<file path="src/rtl/mmx_pkg.sv">
// rtl/mmx_pkg.sv - shared widths and sequencing states for the multiplication-table generator
package mmx_pkg;
  localparam int OP_W      = 6;
  localparam int CNT_W     = 8;
  localparam int PROD_W    = 14;
  localparam int MUL_STEPS = 6;

  typedef enum logic [1:0] {
    CAPTURE = 2'd0,
    MUL     = 2'd1,
    DONE    = 2'd2
  } state_t;
endpackage

</file>
<file path="src/rtl/mmx_serial_mul.sv">
// rtl/mmx_serial_mul.sv - serial shift-add multiplier, one operand bit per clock
module mmx_serial_mul
  import mmx_pkg::*;
(
  input  logic              clk,
  input  logic              rst_n,
  input  logic              start,
  input  logic [CNT_W-1:0]  a,
  input  logic [OP_W-1:0]   b,
  output logic [PROD_W-1:0] prod,
  output logic              done
);
  logic [PROD_W-1:0] a_sh;
  logic [PROD_W-1:0] acc;
  logic [OP_W-1:0]   b_reg;
  logic [2:0]        step;
  logic              busy;

  always_ff @(posedge clk or negedge rst_n) begin
    if (!rst_n) begin
      a_sh  <= '0;
      acc   <= '0;
      b_reg <= '0;
      step  <= '0;
      busy  <= 1'b0;
    end else if (start) begin
      a_sh  <= {{(PROD_W-CNT_W){1'b0}}, a};
      acc   <= '0;
      b_reg <= b;
      step  <= '0;
      busy  <= 1'b1;
    end else if (busy) begin
      if (b_reg[0])
        acc <= acc + a_sh;
      a_sh  <= a_sh << 1;
      b_reg <= b_reg >> 1;
      step  <= step + 3'd1;
      if (step == 3'(MUL_STEPS - 1))
        busy <= 1'b0;
    end
  end

  // done marks the cycle of the final add; prod is complete one edge later
  assign done = busy && (step == 3'(MUL_STEPS - 1));
  assign prod = acc;
endmodule

</file>
<file path="src/rtl/mmx_chip.sv">
// rtl/mmx_chip.sv - pin-limited n*B table generator top; MMX_SATURATE_EN clamps results above 255
module mmx_chip
  import mmx_pkg::*;
#(
  parameter logic [CNT_W-1:0] CNT_INIT = 8'd0,
  parameter logic [CNT_W-1:0] CNT_STEP = 8'd1
)(
  input  logic [7:0] io_in,
  output logic [7:0] io_out
);
  logic              clk;
  logic              rst_n;
  logic [OP_W-1:0]   b_pin;
  state_t            state;
  logic [CNT_W-1:0]  n;
  logic [7:0]        out_r;
  logic [PROD_W-1:0] prod;
  logic              mul_done;
  logic [7:0]        result;

  assign clk   = io_in[0];
  assign rst_n = io_in[1];
  assign b_pin = io_in[7:2];

  mmx_serial_mul u_mul (
    .clk   (clk),
    .rst_n (rst_n),
    .start (state == CAPTURE),
    .a     (n),
    .b     (b_pin),
    .prod  (prod),
    .done  (mul_done)
  );

`ifdef MMX_SATURATE_EN
  assign result = (prod > PROD_W'(255)) ? 8'hFF : prod[7:0];
`else
  logic unused_prod_hi;
  assign unused_prod_hi = ^prod[PROD_W-1:8];
  assign result = prod[7:0];
`endif

  always_ff @(posedge clk or negedge rst_n) begin
    if (!rst_n) begin
      state <= CAPTURE;
      n     <= CNT_INIT;
      out_r <= 8'h00;
    end else begin
      case (state)
        CAPTURE: state <= MUL;
        MUL:     if (mul_done) state <= DONE;
        DONE: begin
          out_r <= result;
          n     <= n + CNT_STEP;
          state <= CAPTURE;
        end
        default: state <= CAPTURE;
      endcase
    end
  end

  assign io_out = out_r;
endmodule

</file>
<file path="config.mk">
export PLATFORM = sky130hd
export DESIGN_NAME = mmx_chip
export DESIGN_NICKNAME = d
export VERILOG_FILES = /design/src/rtl/mmx_pkg.sv /design/src/rtl/mmx_serial_mul.sv /design/src/rtl/mmx_chip.sv
export SDC_FILE = /design/constraint.sdc
export NUM_CORES = 1
export LEC_CHECK = 0
export BUFFER_PORTS_ARGS = -buffer_cell sky130_fd_sc_hd__buf_2
export CAP_MARGIN = 20
export CORE_ASPECT_RATIO = 0.5
export CORE_MARGIN = 5
export CORE_UTILIZATION = 35
export CTS_CLUSTER_SIZE = 30
export DETAILED_ROUTE_END_ITERATION = 6
export PLACE_DENSITY_LB_ADDON = 0.25
export SLEW_MARGIN = 10
export SYNTH_ARGS = -nofsm -noshare
export SYNTH_HDL_FRONTEND = slang
export SYNTH_SLANG_ARGS = --single-unit
</file>
<file path="constraint.sdc">
create_clock -name io_in -period 2.25 [get_ports io_in]
set_input_delay 0 -clock io_in [delete_from_list [all_inputs] [get_ports io_in]]
set_output_delay 0 -clock io_in [all_outputs]
set_load 0.05 [all_outputs]
</file>
* After elaboration in Yosys (flattened, before gate mapping)
Index checks and enable logic that the tools add are counted.
** Storage, ports and cells
- Register bits :: 56
- Input bits :: 8
- Output and inout port bits :: 8
** Operators by class
- Add/subtract/negate cells :: 3
- Equal/unequal tests :: 4
- Multiplexer cells :: 14
- Reductions and logical operators :: 5
** Operators by type and width (number)
- $mux 14 :: 5
- $add 14x14->14 :: 1
- $mux 6 :: 2
- $add 8x1->8 const B :: 1
- $mux 3 :: 2
- $pmux 2 s2 :: 1
- $reduce_bool 2->1 :: 2
- $add 3x1->3 const B :: 1
- $eq 3x3->1 const B :: 1
- $mux 1 :: 3
- $eq 2x1->1 const B :: 1
- $eq 2x2->1 const B :: 1
- $logic_not 2->1 :: 1
- $mux 2 :: 1
- $ne 2x2->1 const B :: 1
- $reduce_and 2->1 :: 1
- $logic_and 1x1->1 :: 1

* Logic depth before layout (Yosys ltp)
- Word-level depth :: 4
- Gate-level depth with buffers :: 7
- Depth with buffers taken out :: 7

* Hierarchy
Synthesis repeated with hierarchy kept, for this count alone.
** Unflattened totals
- Cell total of the unflattened synthesis :: 287
- Area total of the unflattened synthesis :: 2899.0 um^2
** By module, submodules not included
- mmx_serial_mul :: instances 1, cells each 236, area each 2188.3 um^2, sequential area each 950.9 um^2
- mmx_chip :: instances 1, cells each 51, area each 710.7 um^2, sequential area each 450.4 um^2

* Least setup slack after synthesis
OpenSTA, ideal clock, no wires.
- Kind :: flip-flop to flip-flop
- Start :: register u_mul.acc[0], in the netlist u_mul.prod[0]
- End :: register u_mul.acc[6], in the netlist u_mul.prod[6]
- Setup time :: 0.122 ns
- Arrival time :: 1.661 ns
- Required time :: 2.128 ns
- Path slack :: 0.468 ns
- Cell stages (with the launch flop) :: 8
- Buffers on the path :: 0
- Period minus slack after synthesis :: 1.782 ns
- Cell sequence :: dfrtp_1 > ha_1 > fa_1 > a21o_1 > a21oi_1 > o21ai_0 > mux2i_1 > nand2_1
** On the way
- Word-level cells in the longest chain between the ends :: 4
** Ends and longest elaborated chain
- start: declaration :: RTL line mmx_serial_mul.sv:14 : logic [PROD_W-1:0] acc;
- start signal: assignment :: RTL line mmx_serial_mul.sv:34 : acc <= acc + a_sh;
- $add 14x14->14 :: RTL line mmx_serial_mul.sv:34
- $mux 14 :: RTL line mmx_serial_mul.sv:33 : if (b_reg[0])
- $mux 14 :: RTL line mmx_serial_mul.sv:32 : end else if (busy) begin
- $mux 14 :: RTL line mmx_serial_mul.sv:26 : end else if (start) begin
No other way between the ends. The select of a mux whose other input is x is not followed.
A chain may end at the register's enable or synchronous reset.

* Worst setup path in the final report
Ends and elaborated chain as after synthesis.

==> impl_metrics.yaml <==
global_route:
  grtUsageTotal_pct: 13.4
  grt_remaining_overflow: 0
  pin_count_of_the_biggest_net_entering_global_routing: 33
  grt_first_pass_wirelength_um: 7750
  grt_pass1_vias: 1763
  antenna_found_initial: 0
routing:
  dr.first_iter.drc_count: 81
  route.detailed.vias_per_inst: 4.79
  post_drt_antenna_nets: 0
  detailedRoute.firstPassIterationCount: 4
  route.final.wire_length_um: 4400
  routedWlPerCell_um: 13.5
  drcViolationCount: 0
  vias: 1560
floorplanning:
  io_pins: 16
  die_h_um: 66.1
  dieWidth_um: 122
  design.die.area_um2: 8070
  design.core.area_um2: 6080
  row_count: 20
  initial_utilization_pct: 36.2
yosys:
  post_synth_num_cell_types: 40
  netlist_instances: 220
  synthTopCellsByArea: "sky130_fd_sc_hd__dfrtp_1 50%, sky130_fd_sc_hd__nand2_1 10%, sky130_fd_sc_hd__mux2i_1 6.8%"
  synth_sequential_area_ratio_pct: 50.0
  synth_flop_cell: "sky130_fd_sc_hd__dfrtp_1"
  syn_avg_cell_area_um2: 10.0
  post-synth-top-area-fraction_pct: 50.0
  synth-seq-cells: 44
  netlist_area_um2: 2200
  synth_async_sr_flop_share_pct: 100
  yosysWarnings: 0
  synthMostInstantiatedCell: "sky130_fd_sc_hd__nand2_1"
  count_of_flip_flops_with_a_built_in_enable_after_synthesis: 0
  synth_nets: 239
  synth_commonest_cells: "59 x sky130_fd_sc_hd__nand2_1, 44 x sky130_fd_sc_hd__dfrtp_1, 15 x sky130_fd_sc_hd__mux2i_1, 14 x sky130_fd_sc_hd__o21ai_0, 10 x sky130_fd_sc_hd__ha_1"
  synth_largest_area_cell: "sky130_fd_sc_hd__dfrtp_1"
pwr:
  power.clock.fraction_pct: 68.3
  net-switching-power_mw: 0.752
  maximum_vdd_drop_v: 0.000391
  power_switching_share_pct: 30.2
  seq_power_share_pct: 31.7
  cellInternalPower_mw: 1.74
  comb_power_share_pct: 0
  power_leakage_nw: 1.13
  pwr_density_cell_nw_per_um2: 941
sta:
  rsz_0062_raised_after_global_routing: "false"
  final_worst_path_cycle_share_pct: 86.1
  finalWorstPathRequiredPeriod_ns: 1.94
  slew-limit-headroom_pct: 65.4
  setup-tns-final_ns: 0
  worst_max_slew_pin_slew_ns: 0.519
  hold_violations: 50
  max_freq_mhz: 516
  worst_clock_skew_ns: 0.00610
  fin_hold_ws_ns: -0.322
  finalSetupViolations: 0
  drv_slew: 0
run_status:
  violations: "negative hold slack"
  outcome: "complete, but fails checks"
job:
  max-cap-violations: 0
setup_path:
  critical_path_launch_point_type: "flip-flop"
  cp_top_family: "adder cells"
  worstReg2RegStart: "u_mul.prod[0]$_DFFE_PN0P_"
  r2r_slack_ns: 0.31
  timing.critical_path.cells: "ha_1, fa_1, a21o_1, a21oi_1, o21ai_0, mux2i_1, nand2_1"
  critical_path_class: "reg2reg"
  end_kind: "flip-flop"
  critical_path_buf_inv_count: 0
  crit-reg2reg-capture: "u_mul.prod[6]$_DFFE_PN0P_"
  maximum_fanout_encountered_on_the_critical_timing_path: 3
  required_ns: 2.42
  timing.critical_path.arrival_ns: 2.11
  critical_path.slowest_cell: "sky130_fd_sc_hd__fa_1"
  cell_depth_of_the_worst_flop_to_flop_path: 7
  critical-path-max-stage-delay_ns: 0.41
clock_tree:
  post_cts_resize_count: 0
  cts_hold_repair.buffers: 0
  tritoncts: "done"
  postCtsSetupBuffers: 0
  cts.reportedPaths.clkPinSlew_ns: 0.06
  clkLatencyLatePin_ns: 0.28
placed_design:
  io_buffer_count: 8
  dpl.cell_count: 310
  post-dp-hpwl_um: 2900
  globalplace.congestion: 0.763
final_layout:
  final_cells: 326
  antenna-diode-count: 0
  multiInputGateArea_um2: 1050
  nFillCells: 574
  finish.utilization_pct: 43.5
  total_nets_final: 253
  synthToLayoutAreaGrowth_pct: 20.1
  final_layout_size_suffix_gt1_share_pct: 15.5
  sequential_cell_area_um2: 1100
min_path:
  min_path_type: "clk2async"
[stage by stage]
stage | setup WS (ns) | cell area [µm²] | total power, mW
detailed placement | 0.339 | 2330 | 0.849
finish | 0.313 | 2650 | 2.49
CTS | 0.331 | 2650 | 2.59
floorplan | 0.468 | 2200 | 0.849
global placement | 0.384 | 2330 | 0.849
global route | 0.224 | 2650 | 2.69
[placed cells by master, fill, tap and decap left out, types with 3 or more instances in the layout]
master / n
sky130_fd_sc_hd__nand3_1: 3
sky130_fd_sc_hd__o21ai_0: 14
sky130_fd_sc_hd__xnor2_1: 8
sky130_fd_sc_hd__buf_4: 3
sky130_fd_sc_hd__nand2b_1: 3
sky130_fd_sc_hd__a21oi_1: 6
sky130_fd_sc_hd__buf_2: 8
sky130_fd_sc_hd__o21ai_1: 5
sky130_fd_sc_hd__nor2_1: 8
sky130_fd_sc_hd__nor3_1: 3
sky130_fd_sc_hd__dfrtp_1: 44
sky130_fd_sc_hd__xor2_1: 3
sky130_fd_sc_hd__clkbuf_16: 10
sky130_fd_sc_hd__nand2_1: 59
sky130_fd_sc_hd__mux2i_1: 15
sky130_fd_sc_hd__ha_1: 10
sky130_fd_sc_hd__a21o_1: 3
[logic make-up after synthesis]
logic type                 after synthesis  synth area share [%]
AOI/OAI and AO/OA                       37                  10.3
muxes                                   16                  7.33
and+or+nand+nor                         91                  19.1
DFF                                     44                  50.0
buffers and inverters                   10                  2.27
adders and majority gates               11                  6.59
xor gates and xnor gates                11                  4.38
[final cells by class]
type,count,area share [%]
well taps,88,4.16
clock inverters,6,2.41
repair buffers,11,2.37
clock buffers,10,9.46
flip-flops and latches,44,41.6
inverters,1,0.142
multi-input cells,166,39.8
[per-layer routing]
metal | GRT usage (%) | vias up | wire length, µm
met5 | 0 | - | 0
met4 | 12.7 | 0 | 88
met3 | 10.3 | 9 | 383
met2 | 17.1 | 37 | 1870
met1 | 13.7 | 728 | 2060
li1 | - | 786 | -
[how the worst max path moves through the flow]
stage | slack [ns] | end | from | depth (start not counted)
floorplan | 0.47 | u_mul.prod[6]$_DFFE_PN0P_ | u_mul.prod[0]$_DFFE_PN0P_ | 7
global placement | 0.38 | u_mul.prod[6]$_DFFE_PN0P_ | u_mul.prod[0]$_DFFE_PN0P_ | 7
detailed placement | 0.34 | u_mul.prod[6]$_DFFE_PN0P_ | u_mul.prod[0]$_DFFE_PN0P_ | 7
CTS | 0.33 | u_mul.prod[6]$_DFFE_PN0P_ | u_mul.prod[0]$_DFFE_PN0P_ | 7
global route | 0.22 | u_mul.prod[4]$_DFFE_PN0P_ | u_mul.a_sh[0]$_DFFE_PN0P_ | 7
finish | 0.31 | u_mul.prod[6]$_DFFE_PN0P_ | u_mul.prod[0]$_DFFE_PN0P_ | 7
[power by group through the flow]
stage / combinational [mW] / sequential [mW] / clock [mW]
6_report: 0.000000354 / 0.788 / 1.70
5_1_grt: 0.000000354 / 0.788 / 1.90
4_1_cts: 0.000000354 / 0.788 / 1.81
3_5_place_dp: 0.000000354 / 0.809 / 0.0401
3_3_place_gp: 0.000000354 / 0.809 / 0.0401
2_1_floorplan: 0.000000338 / 0.809 / 0.0401
No activity file was read; power rests on OpenSTA's default activity.
